`config.mk`:
```
export PLATFORM = sky130hd
export DESIGN_NAME = lsu_mem_if
export DESIGN_NICKNAME = d
export VERILOG_FILES = /design/src/rtl/lsu_mem_if.sv
export SDC_FILE = /design/constraint.sdc
export NUM_CORES = 1
export LEC_CHECK = 0
export ABC_AREA = 0
export BUFFER_PORTS_ARGS = -buffer_cell sky130_fd_sc_hd__buf_2
export CAP_MARGIN = 20
export CORE_MARGIN = 2
export CORE_UTILIZATION = 41
export CTS_BUF_LIST = sky130_fd_sc_hd__clkbuf_16
export DETAILED_ROUTE_END_ITERATION = 12
export PLACE_DENSITY = 0.78
export SETUP_SLACK_MARGIN = 0.4
export SLEW_MARGIN = 20
export SYNTH_ARGS = -nofsm -noshare
export SYNTH_HDL_FRONTEND = slang
export SYNTH_SLANG_ARGS = --single-unit
```
`constraint.sdc`:
```
create_clock -name clk -period 7.4 [get_ports clk]
set_clock_uncertainty 0.15 [all_clocks]
set_input_delay 0.37 -clock clk [delete_from_list [all_inputs] [get_ports clk]]
set_output_delay 0.37 -clock clk [all_outputs]
set_load 0.02 [all_outputs]
```
`src/rtl/lsu_mem_if.sv`:
```
// Load/store unit: turns one execute-stage memory op into a word-aligned
// req/gnt/rvalid bus transaction and returns the aligned, extended load data.
module lsu_mem_if #(
    parameter int TIMEOUT = 255,
    parameter int CNT_W   = $clog2(TIMEOUT + 1)
) (
    input  logic        clk,
    input  logic        rst,
    input  logic        req_valid_i,
    input  logic        req_we_i,
    input  logic [2:0]  req_funct3_i,
    input  logic [31:0] req_addr_i,
    input  logic [31:0] req_wdata_i,
    output logic        req_ready_o,
    output logic        stall_o,
    output logic        mem_req_o,
    output logic        mem_we_o,
    output logic [31:0] mem_addr_o,
    output logic [3:0]  mem_be_o,
    output logic [31:0] mem_wdata_o,
    input  logic        mem_gnt_i,
    input  logic        mem_rvalid_i,
    input  logic [31:0] mem_rdata_i,
    output logic [31:0] mem_o,
    output logic        done_o,
    output logic        misalign_o,
    output logic        err_o
);

    typedef enum logic [1:0] {IDLE, REQ, WAIT} state_t;

    state_t            state;
    state_t            state_nxt;
    logic [2:0]        funct3_q;
    logic [1:0]        off_q;
    logic [CNT_W-1:0]  cnt;

    logic [1:0]        off;
    logic              is_half;
    logic              is_word;
    logic              misaligned;
    logic              illegal;
    logic              start;
    logic              accept;
    logic              timeout;
    logic [3:0]        be_nxt;
    logic [31:0]       wdata_nxt;
    logic [31:0]       lane;
    logic [31:0]       load_ext;

    // Request decode: legality, alignment, byte enables and lane-replicated store data.
    always_comb begin
        off        = req_addr_i[1:0];
        is_half    = (req_funct3_i[1:0] == 2'b01);
        is_word    = (req_funct3_i == 3'b010);
        misaligned = (is_half && off[0]) || (is_word && (off != 2'b00));
        if (req_we_i)
            illegal = !(req_funct3_i == 3'b000 || req_funct3_i == 3'b001 || req_funct3_i == 3'b010);
        else
            illegal = (req_funct3_i == 3'b011) || (req_funct3_i[2:1] == 2'b11);
        start  = req_valid_i && (state == IDLE);
        accept = start && !illegal && !misaligned;

        be_nxt    = 4'b1111;
        wdata_nxt = 32'h0;
        case (req_funct3_i[1:0])
            2'b00: be_nxt = 4'b0001 << off;
            2'b01: be_nxt = 4'b0011 << off;
            default: be_nxt = 4'b1111;
        endcase
        if (req_we_i) begin
            case (req_funct3_i[1:0])
                2'b00: wdata_nxt = {4{req_wdata_i[7:0]}};
                2'b01: wdata_nxt = {2{req_wdata_i[15:0]}};
                default: wdata_nxt = req_wdata_i;
            endcase
        end
    end

    // Load data alignment and sign/zero extension of the selected lane.
    always_comb begin
        lane     = mem_rdata_i >> {off_q, 3'b000};
        load_ext = lane;
        case (funct3_q)
            3'b000: load_ext = {{24{lane[7]}}, lane[7:0]};
            3'b001: load_ext = {{16{lane[15]}}, lane[15:0]};
            3'b100: load_ext = {24'h0, lane[7:0]};
            3'b101: load_ext = {16'h0, lane[15:0]};
            default: load_ext = lane;
        endcase
        timeout = (cnt == CNT_W'(TIMEOUT - 1));
    end

    always_ff @(posedge clk or posedge rst) begin
        if (rst)
            state <= IDLE;
        else
            state <= state_nxt;
    end

    // A response in the final timeout cycle still completes normally.
    always_comb begin
        state_nxt = state;
        case (state)
            IDLE: if (accept) state_nxt = REQ;
            REQ:  if (mem_gnt_i) state_nxt = WAIT;
            WAIT: if (mem_rvalid_i || timeout) state_nxt = IDLE;
            default: state_nxt = IDLE;
        endcase
    end

    always_comb begin
        req_ready_o = (state == IDLE);
        mem_req_o   = (state == REQ);
        stall_o     = (state != IDLE) || accept;
    end

    always_ff @(posedge clk or posedge rst) begin
        if (rst) begin
            funct3_q    <= 3'b000;
            off_q       <= 2'b00;
            mem_we_o    <= 1'b0;
            mem_addr_o  <= 32'h0;
            mem_be_o    <= 4'h0;
            mem_wdata_o <= 32'h0;
            cnt         <= '0;
            mem_o       <= 32'h0;
            done_o      <= 1'b0;
            misalign_o  <= 1'b0;
            err_o       <= 1'b0;
        end else begin
            done_o     <= (state == WAIT) && mem_rvalid_i;
            err_o      <= (start && illegal) || ((state == WAIT) && !mem_rvalid_i && timeout);
            misalign_o <= start && !illegal && misaligned;
            if (accept) begin
                funct3_q    <= req_funct3_i;
                off_q       <= off;
                mem_we_o    <= req_we_i;
                mem_addr_o  <= {req_addr_i[31:2], 2'b00};
                mem_be_o    <= be_nxt;
                mem_wdata_o <= wdata_nxt;
            end
            if ((state == REQ) && mem_gnt_i)
                cnt <= '0;
            else if (state == WAIT)
                cnt <= cnt + 1'b1;
            if ((state == WAIT) && mem_rvalid_i && !mem_we_o)
                mem_o <= load_ext;
        end
    end

endmodule

```
==> Word-level counts from Yosys, hierarchy flattened <==
Index checks and enable logic that the tools add are counted.
{ "word_totals": {"latch_bits": 0, "romBits": 0, "mem_count": 0, "mem_bits_rw": 0, "regBits": 117, "wordCells": 73, "input_bits": 105, "out_inout_bits": 107} }
{ "classes": {"addsub": 1, "n_shift": 3, "n_mux": 11, "n_bitwise": 0, "eq_ne": 14, "order_cmp": 0, "n_mul": 0, "reduce_logical": 32, "div_mod_pow": 0} }
{ "ops": {"columns": ["cell", "count"], "rows": [
  ["case mux 32 bit (4 select lines)", 1],
  ["case mux 32 bit (2 select lines)", 1],
  ["two-way mux 32 bit", 1],
  [">> shifter 32 x 5 -> 32 bit", 1],
  ["two-way mux 8 bit", 2],
  ["logical AND 1 bit", 12],
  ["adder 8 x 1 -> 8 bit (second input constant)", 1],
  ["== test 8 bit (second input constant)", 1],
  ["case mux 4 bit (2 select lines)", 1],
  ["logical OR 1 bit", 7],
  ["== test 3 x 1 -> 1 bit (second input constant)", 2],
  ["== test 3 x 2 -> 1 bit (second input constant)", 2],
  ["== test 3 bit (second input constant)", 2],
  ["zero test 3 bit", 2],
  ["two-way mux 2 bit", 3],
  ["case mux 2 bit (3 select lines)", 1],
  ["nonzero test 2 bit", 3],
  ["zero test 1 bit", 5],
  ["== test 2 x 1 -> 1 bit (second input constant)", 2],
  ["== test 2 bit (second input constant)", 2],
  ["zero test 2 bit", 2],
  ["!= test 2 x 1 -> 1 bit (second input constant)", 2],
  ["left shift 1 x 2 -> 4 bit (first input constant)", 1],
  ["left shift 2 x 2 -> 4 bit (first input constant)", 1],
  ["3 further kinds", 3]
]} }

==> Logic depth before layout (Yosys ltp) <==
{ "logic_depth": {"word_depth": 10, "ltp_mapped": 6, "mapped_depth_nobuf": 4} }

==> Worst setup path after synthesis <==
OpenSTA, ideal clock, no wires.
{ "synth_timing": {"path_type": "register to output", "from": "reg state[0]", "to": "out stall_o", "required_time_ns": 6.880, "n_path_buf": 2, "path_stages_with_launch": 7, "t_arrival_ns": 1.698, "setup_slack_ns": 5.182, "path_cell_list": "dfrtp_1 -> nor2_1 -> nand2_1 -> nor3b_2 -> buf_4 -> buf_4 -> nand2b_1"} }
{ "synth_via": {"elab_chain_cells": 5, "word_cells_on_any_way": 6, "classes_between": "6 x reduce/logical"} }
{ "synth_lines": {"columns": ["element", "line", "text"], "rows": [
  ["start: declaration", "32", "state_t state;"],
  ["start signal: assignment", "98", "state <= state_nxt;"],
  ["zero test 2 bit", null, null],
  ["net req_ready_o", "14", "output logic req_ready_o,"],
  ["logical AND 1 bit", "61", "start = req_valid_i && (state == IDLE);"],
  ["logical AND 1 bit (2 in a row)", "62", "accept = start && !illegal && !misaligned;"],
  ["logical OR 1 bit", "115", "stall_o = (state != IDLE) || accept;"],
  ["end: declaration", "15", "output logic stall_o,"]
]} }
The timed path passes the listed nets, and every way through them passes these cells.

==> Worst setup path in the final report <==
{ "layout_timing": {"from": "in req_funct3_i[1]", "to": "out stall_o"} }
{ "layout_via": {"elab_chain_cells": 9, "word_cells_on_any_way": 19, "classes_between": "5 x eq/ne; 1 x mux; 13 x reduce/logical"} }
{ "layout_lines": {"columns": ["element", "line", "text"], "rows": [
  ["start: declaration", "11", "input logic [2:0] req_funct3_i,"],
  ["== test 3 x 1 -> 1 bit or zero test 3 bit (tied branches)", "58", "illegal = !(req_funct3_i == 3'b000 || req_funct3_i == 3'b001 || req_funct3_i == 3'b010);"],
  ["logical OR 1 bit (2 in a row)", "58", null],
  ["zero test 1 bit", "58", null],
  ["two-way mux 1 bit", "57", "if (req_we_i)"],
  ["zero test 1 bit", "62", null],
  ["logical AND 1 bit", "62", null],
  ["logical AND 1 bit *", "62", null],
  ["logical OR 1 bit *", "115", null]
]} }
Mark *: on every way between the ends. The rest lies on a longest branch, timed or not.

==> impl_results.md <==
* Gr ovfl total at 0
* First-pass GRT wire length at 22430 µm
* DR WL met3 at between 1000 and 1500 µm
* Syn. warnings at 0
* CTS sink count at 117
* Pins Over Slew Limit at 0
* Synth async-reset ratio at 100.0%
* Tcrit/Tclk final at 46.40%
* Flops & latches, synth at ~120
* RSZ-0062 raised after global routing: no
* Clk Latency, worst-skew pair at 0.41 ns
* Routed wire length at 14180 µm
* Root buf cell: clkbuf_16
* Fill cells at 1200
* Endpoints failing setup at 0
* Router iterations before antenna repair at 4
* Worst EP arrival at 2.91 ns
* Commonest cells after routing, fill and taps aside: buf_2 (209), dfrtp_1 (117), mux2i_1 (49)
* Slowest stage delay, CP at 0.79 ns
* CP Cell Sequence: buf_2 > and3b_1 > a311oi_1 > nor3b_4 > buf_4 > nand2b_1 > buf_2
* Pwr dens at between 400 and 500 nW/µm²
* Die Wd at 121.6 µm
* Slew Limit Headroom at 29.55%
* Post-synth cell types at 44
* Num CTS Buffers at 17
* PortBufs at approximately 210
* Die area at 14780 µm²
* Final #Nets at 819
* Vias at 4589
* Most common cell on crit path: buf_2
* Worst-path clk slew at roughly 0.050 ns
* Gr usage total at 19.45%
* Slew of the pin with the lowest slew margin at around 1.1 ns
* Routed met1 length at 6088 µm
* DPL Wire Length at approximately 9900 µm
* Min Tclk post-route at 3.433 ns
* H-tree depth at 4
* Max Fclk at 291.3 MHz
* Final hold vios at 0
* Number of global-route vias before repair at 4438
* Io pins at around 210
* Max-Cap Viols at 0
* Sequential share of the synthesized area at 51.66%
* Cells after Synth at 510
* Initial core utilization at 42.46%
* Vert. Die Dim at 121.6 µm
* CP bufs+invs at 3
* Remaining DRCs at 0
* Synth Area per Inst at around 11 µm²
* WP data required at 6.88 ns
* Share of post-route cells with drive strength above 1 at between 30% and 40%
* Ys flop type: dfrtp_1
* Number of flops mapped to enable cells by yosys at 0
* Rows at 42
* Highest routed metal layer: met4
* Hold Path Class: primary input to flop
* Crit path max-delay family: buffers and inverters
* Initial antenna violation count at 0
* Type of origin of the critical path: primary input
* Fin util at a little under three fifths
* Ant. Diodes at 0
* Status: finished, final reports clean
* Starting DRT DRC Count at 274
* DR WL/cell at 15.74 µm
* Post-CTS sizing at 0
* Critical path class: primary input to output port
* Pin count of the biggest net entering global routing at 75
* Synthesized area at 5668 µm²
* Worst setup EP type: output port
* Slowest cell on the critical path: buf_4
* DR WL met2 at roughly 6700 µm
* LEAKAGE at 3.654 nW
* CTS tree: yes
* Vias per cell at 5.093
* Final ANT Viol Nets at 0
* Area Growth Syn to Fin at 30.66%
* RD Place Congestion at between 0.8 and 0.9
* Most common cell after layout, fill and taps aside: buf_2
* CP max FO at 74
* Worst-case clock buffer depth at 2
* VDD IR max at between 0.00015 and 0.0002 V
* Setup_tns at 0 ns
* Core Region at 13350 µm²
[per-layer routing]
metal	up-vias	GRT usage [%]
met2	176	30.44
met3	27	6.320
met4	0	7.184
met1	2198	25.34
met5	-	0
li1	2188	-
[synth_stat cells (3+ instances only)]
cell        n  share of area (%)
mux2_2     21                4.2
o22a_1      8                1.2
buf_4       9                1.2
a21oi_1    25                2.2
nand2_1    48                3.2
clkbuf_1   16                1.1
a22o_1      7                1.1
a211oi_1    7               0.93
nand4_1     3               0.33
o21ai_0    32                2.8
mux2i_1    49                8.7
nand2b_1    6               0.66
buf_2       4               0.35
a21boi_0    8                1.1
xor2_1      3               0.46
mux2_1     42                8.3
dfrtp_1   117                 52
buf_1       3               0.20
nand3_1     8               0.71
nor2b_1    19                2.1
inv_1      21                1.4
and3_1      3               0.33
nor2_1     25                1.7
[where the power goes]
group	switching [mW]	total [mW]	internal, mW
Clock	0.278	0.797	0.518
Sequential	0.173	1.08	0.903
Combinational	0.682	1.13	0.451
Total	1.13	3.01	1.87
[path summary, 6_finish.rpt]
path	start	to	slack, ns	depth (start not counted)
max in group asynchronous	rst	mem_wdata_o[25]$_DFFE_PP0P_	5.36	4
worst min register to register	cnt[7]$_DFFE_PP0P_	cnt[7]$_DFFE_PP0P_	0.32	1
worst max-delay path	req_funct3_i[1]	stall_o	3.97	7
min in group asynchronous	rst	mem_addr_o[27]$_DFFE_PP0P_	0.48	3
worst max register to register	state[1]$_DFFE_PP0P_	mem_addr_o[28]$_DFFE_PP0P_	4.84	5
worst min-delay path	mem_gnt_i	cnt[5]$_DFFE_PP0P_	0.02	2
[layout make-up]
cell class	count	area [µm²]	share of cell area (%)
sequential	117	2928	39.53
multi-input combinational	341	2517	33.99
tap	176	220.2	2.973
inverter	21	81.33	1.098
clock buffer	17	425.4	5.744
clock inverter	15	147.6	1.994
timing repair buffer	214	1086	14.66
[registers in the layout, summed over array words and instances, names as in the netlist]
signal	flops
cnt	8
done_o	1
err_o	1
funct3_q	3
mem_addr_o	30
mem_be_o	4
mem_o	32
mem_wdata_o	32
mem_we_o	1
misalign_o	1
off_q	2
state	2
[per-stage QoR]
stage | setup slack, ns | std cells | hold slack [ns] | area, µm² | total power, mW
after floorplan | 3.779 | 511 | 0.2872 | 5672 | 1.819
after global placement | 3.929 | 868 | 0.3042 | 6823 | 2.195
after detailed placement | 3.907 | 868 | 0.3174 | 6823 | 2.224
after CTS | 3.899 | 901 | 0.001024 | 7406 | 3.037
after global routing | 3.760 | 901 | 0.01389 | 7406 | 3.191
final | 3.967 | 901 | 0.02054 | 7406 | 3.006
[worst register-to-register path: cells and delay by family (launching register included)]
family,cells,cell delay [ns]
muxes,1,0.49
and+or+nand+nor,3,0.60
DFF,1,0.40
buffers and inverters,1,0.79
[logic make-up (layout without fill, tap and decap cells)]
group,after synthesis,in the layout,synth area share (%)
buf+inv,53,267,4.194
fa+ha+maj,2,2,0.4414
compound gates,100,100,11.13
mux,114,114,21.96
other cells,1,2,0.06616
simple gates,120,120,10.09
xor+xnor,3,3,0.4637
flops,117,117,51.66
[repair_timing]
item,4_1_cts,5_1_grt
buffers inserted,0,0
endpoints found under the hold margin,57,0
hold buffers,1,0
Power figures use the tool's default switching activity.
